===== src/rtl/mbist_if.sv =====
// MBIST control/status bundle between the SoC test logic and mbist_top.
// The master side drives the start request; the slave side (mbist_top) returns done and results.
interface mbist_if;
    logic        MBIST_start;
    logic        MBIST_done;
    logic [51:0] DATA_out;

    modport master (
        output MBIST_start,
        input  MBIST_done,
        input  DATA_out
    );

    modport slave (
        input  MBIST_start,
        output MBIST_done,
        output DATA_out
    );
endinterface


===== src/rtl/mbist_top.sv =====
// March C- memory BIST: internal single-port SRAM, sequencer, comparator and result packer.
// Optional macro MBIST_FAULT_INJECT_EN plants a stuck-at-1 on word 5 bit 0 plus a comparator model check.
module mbist_top #(
    parameter int ADDR_W = 6,
    parameter int DATA_W = 16
) (
    input  logic   clk,
    input  logic   rstn,
    mbist_if.slave bus
);

    localparam int                DEPTH    = 1 << ADDR_W;
    localparam logic [ADDR_W-1:0] LAST_IDX = ADDR_W'(DEPTH - 1);

    typedef enum logic [1:0] {
        ST_IDLE  = 2'd0,
        ST_RUN   = 2'd1,
        ST_DRAIN = 2'd2,
        ST_DONE  = 2'd3
    } state_t;

    state_t              state_r;
    state_t              next_state_s;
    logic [2:0]          elem_r;
    logic [ADDR_W-1:0]   idx_r;
    logic                phase_r;
    logic [1:0]          drain_cnt_r;

    logic                op_we_s;
    logic                op_re_s;
    logic                op_down_s;
    logic                word_done_s;
    logic [ADDR_W-1:0]   op_addr_s;
    logic [DATA_W-1:0]   op_wdata_s;
    logic [DATA_W-1:0]   op_exp_s;
    logic                run_end_s;
    logic                start_ok_s;

    logic [DATA_W-1:0]   mem_r [DEPTH];
    logic [DATA_W-1:0]   read_word_s;
    logic [DATA_W-1:0]   rdata_r;

    logic                rd_pend_r;
    logic [DATA_W-1:0]   exp_p_r;
    logic [ADDR_W-1:0]   addr_p_r;
    logic [2:0]          elem_p_r;
    logic                cmp_fail_s;

    logic [3:0]          fail_elem_r;
    logic [7:0]          fail_addr_r;
    logic [15:0]         fail_rdata_r;
    logic [15:0]         fail_exp_r;
    logic [7:0]          fail_cnt_r;
    logic                done_r;

    function automatic logic [DATA_W-1:0] pattern(input logic one_v);
        pattern = one_v ? {DATA_W{1'b1}} : {DATA_W{1'b0}};
    endfunction

    // Decode the current March element/phase into one SRAM operation.
    always_comb begin
        op_we_s     = 1'b0;
        op_re_s     = 1'b0;
        op_down_s   = 1'b0;
        word_done_s = 1'b0;
        op_wdata_s  = pattern(1'b0);
        op_exp_s    = pattern(1'b0);
        case (elem_r)
            3'd0: begin
                op_we_s     = 1'b1;
                word_done_s = 1'b1;
            end
            3'd1, 3'd3: begin
                op_down_s   = (elem_r == 3'd3);
                word_done_s = phase_r;
                if (phase_r) begin
                    op_we_s    = 1'b1;
                    op_wdata_s = pattern(1'b1);
                end else begin
                    op_re_s  = 1'b1;
                    op_exp_s = pattern(1'b0);
                end
            end
            3'd2, 3'd4: begin
                op_down_s   = (elem_r == 3'd4);
                word_done_s = phase_r;
                if (phase_r) begin
                    op_we_s    = 1'b1;
                    op_wdata_s = pattern(1'b0);
                end else begin
                    op_re_s  = 1'b1;
                    op_exp_s = pattern(1'b1);
                end
            end
            3'd5: begin
                op_re_s     = 1'b1;
                word_done_s = 1'b1;
            end
            default: begin
                op_we_s = 1'b0;
                op_re_s = 1'b0;
            end
        endcase
        // Descending elements walk N-1..0, which is the bitwise inverse of the index.
        op_addr_s = op_down_s ? ~idx_r : idx_r;
    end

    assign run_end_s  = (state_r == ST_RUN) && word_done_s && (idx_r == LAST_IDX) && (elem_r == 3'd5);
    assign start_ok_s = ((state_r == ST_IDLE) || (state_r == ST_DONE)) && bus.MBIST_start;

    // Next-state logic for the test sequencer.
    always_comb begin
        next_state_s = state_r;
        case (state_r)
            ST_IDLE: begin
                if (bus.MBIST_start) next_state_s = ST_RUN;
                else                 next_state_s = ST_IDLE;
            end
            ST_RUN: begin
                if (run_end_s) next_state_s = ST_DRAIN;
                else           next_state_s = ST_RUN;
            end
            ST_DRAIN: begin
                if (drain_cnt_r == 2'd2) next_state_s = ST_DONE;
                else                     next_state_s = ST_DRAIN;
            end
            ST_DONE: begin
                if (bus.MBIST_start) next_state_s = ST_RUN;
                else                 next_state_s = ST_DONE;
            end
            default: next_state_s = ST_IDLE;
        endcase
    end

    // State register.
    always_ff @(posedge clk) begin
        if (rstn) state_r <= ST_IDLE;
        else      state_r <= next_state_s;
    end

    // Element/address/phase walker and drain counter.
    always_ff @(posedge clk) begin
        if (rstn) begin
            elem_r      <= 3'd0;
            idx_r       <= {ADDR_W{1'b0}};
            phase_r     <= 1'b0;
            drain_cnt_r <= 2'd0;
        end else if (start_ok_s) begin
            elem_r      <= 3'd0;
            idx_r       <= {ADDR_W{1'b0}};
            phase_r     <= 1'b0;
            drain_cnt_r <= 2'd0;
        end else if (state_r == ST_RUN) begin
            if (word_done_s) begin
                phase_r <= 1'b0;
                if (idx_r == LAST_IDX) begin
                    idx_r  <= {ADDR_W{1'b0}};
                    elem_r <= elem_r + 3'd1;
                end else begin
                    idx_r <= idx_r + {{(ADDR_W-1){1'b0}}, 1'b1};
                end
            end else begin
                phase_r <= 1'b1;
            end
        end else if (state_r == ST_DRAIN) begin
            drain_cnt_r <= drain_cnt_r + 2'd1;
        end else begin
            drain_cnt_r <= drain_cnt_r;
        end
    end

    // SRAM read path, with the optional stuck-at-1 cell on word 5 bit 0.
    always_comb begin
`ifdef MBIST_FAULT_INJECT_EN
        if (op_addr_s == ADDR_W'(5)) read_word_s = mem_r[op_addr_s] | {{(DATA_W-1){1'b0}}, 1'b1};
        else                         read_word_s = mem_r[op_addr_s];
`else
        read_word_s = mem_r[op_addr_s];
`endif
    end

    // Single-port SRAM array; contents deliberately survive reset.
    always_ff @(posedge clk) begin
        if ((state_r == ST_RUN) && op_we_s) mem_r[op_addr_s] <= op_wdata_s;
        rdata_r <= read_word_s;
    end

    // Carry read context alongside the one-cycle SRAM latency.
    always_ff @(posedge clk) begin
        if (rstn) begin
            rd_pend_r <= 1'b0;
            exp_p_r   <= {DATA_W{1'b0}};
            addr_p_r  <= {ADDR_W{1'b0}};
            elem_p_r  <= 3'd0;
        end else begin
            rd_pend_r <= (state_r == ST_RUN) && op_re_s;
            exp_p_r   <= op_exp_s;
            addr_p_r  <= op_addr_s;
            elem_p_r  <= elem_r;
        end
    end

    assign cmp_fail_s = rd_pend_r && (rdata_r != exp_p_r);

    // Registered compare: saturating fail count, first-failure capture.
    always_ff @(posedge clk) begin
        if (rstn) begin
            fail_elem_r  <= 4'd0;
            fail_addr_r  <= 8'd0;
            fail_rdata_r <= 16'h0000;
            fail_exp_r   <= 16'h0000;
            fail_cnt_r   <= 8'd0;
        end else if (start_ok_s) begin
            fail_elem_r  <= 4'd0;
            fail_addr_r  <= 8'd0;
            fail_rdata_r <= 16'h0000;
            fail_exp_r   <= 16'h0000;
            fail_cnt_r   <= 8'd0;
        end else if (cmp_fail_s) begin
            if (fail_cnt_r != 8'hFF) fail_cnt_r <= fail_cnt_r + 8'd1;
            else                     fail_cnt_r <= fail_cnt_r;
            if (fail_cnt_r == 8'd0) begin
                fail_elem_r  <= {1'b0, elem_p_r};
                fail_addr_r  <= 8'(addr_p_r);
                fail_rdata_r <= 16'(rdata_r);
                fail_exp_r   <= 16'(exp_p_r);
            end else begin
                fail_elem_r <= fail_elem_r;
            end
        end else begin
            fail_cnt_r <= fail_cnt_r;
        end
    end

`ifdef MBIST_FAULT_INJECT_EN
    // Independent model of the comparator: with only the planted fault, a miss is exactly a 0-read of word 5.
    logic model_fail_s;
    logic model_err_r;
    assign model_fail_s = rd_pend_r && (addr_p_r == ADDR_W'(5)) && (exp_p_r == pattern(1'b0));

    // Sticky flag raised when the comparator and the model disagree.
    always_ff @(posedge clk) begin
        if (rstn)                              model_err_r <= 1'b0;
        else if (model_fail_s != cmp_fail_s)   model_err_r <= 1'b1;
        else                                   model_err_r <= model_err_r;
    end
`endif

    // Done flag tracks entry into and residence in DONE.
    always_ff @(posedge clk) begin
        if (rstn) done_r <= 1'b0;
        else      done_r <= (next_state_s == ST_DONE);
    end

    assign bus.MBIST_done = done_r;
    assign bus.DATA_out   = {fail_elem_r, fail_addr_r, fail_rdata_r, fail_exp_r, fail_cnt_r};

endmodule


===== src/flat_wrapper.sv =====
// flat-port wrapper written by rule: the top's interface ports become plain ports
module mbist_top_flat 
#(
    parameter int ADDR_W = 6,
    parameter int DATA_W = 16
)
  (clk, rstn, bus_MBIST_start, bus_MBIST_done, bus_DATA_out);
  mbist_if bus_i ();
  input  logic clk;
  input  logic rstn;
  input wire logic [$bits(bus_i.MBIST_start)-1:0] bus_MBIST_start;
  output wire logic [$bits(bus_i.MBIST_done)-1:0] bus_MBIST_done;
  output wire logic [$bits(bus_i.DATA_out)-1:0] bus_DATA_out;
  assign bus_i.MBIST_start = bus_MBIST_start;
  assign bus_MBIST_done = bus_i.MBIST_done;
  assign bus_DATA_out = bus_i.DATA_out;
  mbist_top #(.ADDR_W(ADDR_W), .DATA_W(DATA_W)) u_core (.clk(clk), .rstn(rstn), .bus(bus_i));
endmodule

===== config.mk =====
export PLATFORM = sky130hd
export DESIGN_NAME = mbist_top_flat
export DESIGN_NICKNAME = d
export VERILOG_FILES = /design/src/rtl/mbist_if.sv /design/src/rtl/mbist_top.sv /design/src/flat_wrapper.sv
export SDC_FILE = /design/constraint.sdc
export NUM_CORES = 1
export LEC_CHECK = 0
export BUFFER_PORTS_ARGS = -buffer_cell sky130_fd_sc_hd__buf_2
export CAP_MARGIN = 20
export CORE_UTILIZATION = 45
export DETAILED_ROUTE_END_ITERATION = 8
export HOLD_SLACK_MARGIN = 0.12
export PLACE_DENSITY_LB_ADDON = 0.08
export REMOVE_ABC_BUFFERS = 1
export SETUP_SLACK_MARGIN = 0.2
export SLEW_MARGIN = 0
export SYNTH_ARGS = -nofsm -noshare
export SYNTH_HDL_FRONTEND = slang
export SYNTH_SLANG_ARGS = --single-unit
export TNS_END_PERCENT = 5

===== constraint.sdc =====
create_clock -name clk -period 5.96 [get_ports clk]
set_input_delay 0.298 -clock clk [delete_from_list [all_inputs] [get_ports clk]]
set_output_delay 0.298 -clock clk [all_outputs]
set_load 0.1 [all_outputs]

==> impl_summary.log <==
[metrics] TritonCTS clock tree: done
[metrics] max_cap viols: 0
[metrics] total DRC errors in the routed layout: 0
[metrics] arrival time worst endpoint: 3.49 ns
[metrics] wire length after detailed routing: 14.51 mm
[metrics] number of antenna diodes: 0
[metrics] net switching power: 317.9 µW
[metrics] sink count of the clock tree: 110
[metrics] Tcrit/Tclk final: 54.71%
[metrics] number of warnings printed during yosys synthesis: 0
[metrics] most common cell in the synthesized netlist: sky130_fd_sc_hd__nor2_1
[metrics] Cell Chain, Critical Path: inv_1 > ha_1 > a21oi_2 > buf_4 > mux2i_1 > a22o_1 > nor3_1 > a31o_1 > a31oi_1 > or4_1
[metrics] Hold Path Class: in -> reg
[metrics] RSZ-0062 raised after global routing: no
[metrics] Gate Count Post-Synth: 592
[metrics] worst-case setup slack after placement: 2.750 ns
[metrics] clock root buffer: sky130_fd_sc_hd__clkbuf_16
[metrics] core area: 12210 µm²
[metrics] Crit Path Max Fanout: 30
[metrics] Worst Max-Slew Pin Slew: 1.040 ns
[metrics] combined global-route utilization of all metal layers: 23.26%
[metrics] VDD IR-drop max: 0.2045 mV
[metrics] weighted congestion at the end of routability-driven global placement: 0.9718
[metrics] cell with the largest stage delay on the worst path: sky130_fd_sc_hd__dfxtp_1
[metrics] post-route non-filler standard cell count: 773
[metrics] Initial DRC Count: 412
[metrics] number of buffers added on ports: 52
[metrics] full die area: 13230 µm²
[metrics] Detail Placement HPWL: 10.19 mm
[metrics] die width: 115.0 µm
[metrics] Clk pin slew, worst setup/hold paths: 0.07 ns
[metrics] top cells by area in the synthesized netlist: sky130_fd_sc_hd__edfxtp_1 33%, sky130_fd_sc_hd__dfxtp_1 16%, sky130_fd_sc_hd__nor2_1 7.3%
[metrics] mean area per synthesized cell: 9.709 µm²
[metrics] Max Slew Vio Count: 0
[metrics] global-route wire length before repair: 22.72 mm
[metrics] number of detailed-routing iterations run before antenna repair: 6
[metrics] number of filler cells placed in the layout: 1185
[metrics] Placed Cells: 757
[metrics] detail-routed net length per standard cell: 18.77 µm
[metrics] via count of the first global-routing pass: 4094
[metrics] leading area contributor after synthesis: sky130_fd_sc_hd__edfxtp_1
[metrics] relative contribution of the clock network to total power: 42.6%
[metrics] area share of the largest cell type after synthesis: 33.43%
[metrics] maximum root-to-sink buffer count: 2
[metrics] Setup Fix Bufs, Post-CTS: 0
[metrics] sequential cell fraction of total power: 53.5%
[metrics] final-report setup violation count: 0
[metrics] sw frac: 21.27%
[metrics] launching element type of the critical path: flip-flop
[metrics] final core utilization: 50.65%
[metrics] final sum of negative setup slack: 0 ns
[metrics] number of CTS-inserted buffers: 9
[metrics] area growth from synthesis to final layout: 7.597%
[metrics] number of H-tree branching levels: 3
[metrics] leakage power figure: 2.323 nW
[metrics] hold-fix buffers at CTS: 0
[metrics] Final Critical Period: 3.261 ns
[metrics] Worst slew margin: 30.59%
[metrics] Largest stage delay, worst path: 0.59 ns
[metrics] proportion of layout cells with a drive suffix above 1: 15.37%
[metrics] number of standard-cell rows in the floorplan: 40
[metrics] initial cell density of the core: 47.07%
[metrics] most common flop cell mapped by yosys: sky130_fd_sc_hd__edfxtp_1
[metrics] number of flops mapped to enable cells by yosys: 64
[metrics] Synth cell types: 63
[metrics] top achievable clock speed: 306.7 MHz
[metrics] count of vias placed by the detailed router: 4421
[metrics] ys async rst share: 0%
[metrics] Crit. End Element: flip-flop
[metrics] power per cell area: 241.7 nW/µm²
[metrics] Pint: 1.177 mW
[metrics] DIE HEIGHT: 115.0 µm
[metrics] latest clock arrival within the worst-skew pair: 0.36 ns
[metrics] outcome: complete, no violations
[metrics] Synth Register Bits: 110
[metrics] final-report hold violation count: 0
[metrics] Resized Gates After CTS: 0
[metrics] total grt overflow: 0
[metrics] cell area after synthesis: 5748 µm²
[metrics] Crit Path Class: reg -> reg
[metrics] final antenna-violating net count: 0
[metrics] most frequent cells after synthesis: 112 x sky130_fd_sc_hd__nor2_1, 64 x sky130_fd_sc_hd__edfxtp_1, 46 x sky130_fd_sc_hd__dfxtp_1
[metrics] pin count of the biggest net entering global routing: 41
[metrics] Clock Skews: 0.007627 ns
[metrics] worst path required time: 6.19 ns
[metrics] relative contribution of combinational cells to total power: 4.0%
[metrics] top-level I/O count: 56
[metrics] number of antenna violations at the first check in global routing: 0
[metrics] setup slack of the critical path after layout: 2.699 ns
[metrics] Final Net Count: 616
[metrics] part of the Yosys area used for sequential elements: 49.46%
[metrics] average vias per placed instance: 5.719
==> kinds of logic (layout without fill, tap and decap cells) <==
kind of cell / count (synthesis) / in the layout / share of synthesized area (%)
simple gates: 241 / 241 / 19.37
fa+ha+maj: 13 / 13 / 2.830
mux: 27 / 27 / 4.832
flops: 110 / 110 / 49.46
compound gates: 113 / 113 / 13.34
xor+xnor: 14 / 14 / 2.133
other cells: 1 / 3 / 0.06524
buf+inv: 73 / 84 / 7.967
==> flip-flops by register name, indices dropped and copies added (netlist names) <==
register	count
u_core.addr_p_r	6
u_core.bus.MBIST_done	1
u_core.drain_cnt_r	2
u_core.elem_p_r	3
u_core.elem_r	3
u_core.exp_p_r	1
u_core.fail_addr_r	6
u_core.fail_cnt_r	8
u_core.fail_elem_r	3
u_core.fail_exp_r	1
u_core.fail_rdata_r	1
u_core.idx_r	6
u_core.mem_r	64
u_core.phase_r	1
u_core.rd_pend_r	1
u_core.rdata_r	1
u_core.state_r	2
==> area by class of cell <==
type	count	area, µm²	area share, %
Inverter	11	41.29	0.6676
Timing Repair Buffer	57	310.3	5.017
Sequential cell	110	2843	45.96
Tap cell	168	210.2	3.399
Clock buffer	9	225.2	3.642
Multi-Input combinational cell	411	2466	39.87
Clock inverter	7	88.84	1.436
==> power by group through the flow <==
| stage | Clock (mW) | Sequential, mW | Combinational [mW] |
|---|---|---|---|
| final | 0.636 | 0.799 | 0.0591 |
| after detailed placement | 0 | 0.817 | 0.0586 |
| after CTS | 0.647 | 0.799 | 0.0590 |
| after floorplan | 0 | 0.819 | 0.0369 |
| after global placement | 0 | 0.816 | 0.0583 |
| after global routing | 0.677 | 0.799 | 0.0642 |
==> worst paths after layout <==
check / start / end / slack [ns] / depth (start not counted)
setup / recovery: u_core.elem_r[2] / u_core.rdata_r[14] / 2.70 / 10
hold / removal: bus_MBIST_start / u_core.state_r[0] / 0.28 / 3
setup reg to reg: u_core.elem_r[2] / u_core.rdata_r[14] / 2.70 / 10
hold reg to reg: u_core.elem_p_r[1] / u_core.fail_elem_r[1] / 0.47 / 2
==> metrics by stage <==
stage | power [mW] | instance area [µm²] | hold WS [ns]
2_1_floorplan | 0.8564 | 5339 | 0.3647
3_3_place_gp | 0.8748 | 5851 | 0.4429
3_5_place_dp | 0.8752 | 5871 | 0.4482
4_1_cts | 1.505 | 6185 | 0.2704
5_1_grt | 1.540 | 6185 | 0.2732
6_report | 1.495 | 6185 | 0.2830
==> layer usage <==
| metal | wire length, µm | GRT usage (%) | vias to the layer above |
|---|---|---|---|
| li1 | - | - | 2087 |
| met1 | 6272 | 29.58 | 2123 |
| met2 | 6970 | 38.67 | 187 |
| met3 | 854 | 4.006 | 24 |
| met4 | 412 | 10.82 | 0 |
| met5 | 0 | 0 | - |
==> cells in the final DEF (no fill, tap or decap), drive strengths merged, types with 7 or more instances in the layout <==
master	n
inv	11
nand2	45
mux2i	24
a31oi	9
clkbuf	9
o21ai	16
buf	57
xnor2	8
dfxtp	46
ha	13
nor2b	8
and2	7
a22oi	17
a21oi	35
nand3	17
edfxtp	64
nor2	114
nor3	16
==> critical path: cells and delay by family, from the launching register on <==
family,cells,cell delay (ns)
AND/OR/NAND/NOR,2,0.78
AO/OA/AOI/OAI,4,0.64
flip-flops,1,0.59
buffers and inverters,2,0.50
multiplexers,1,0.32
adder cells (fa/ha/maj),1,0.28
Power figures use the tool's default switching activity.
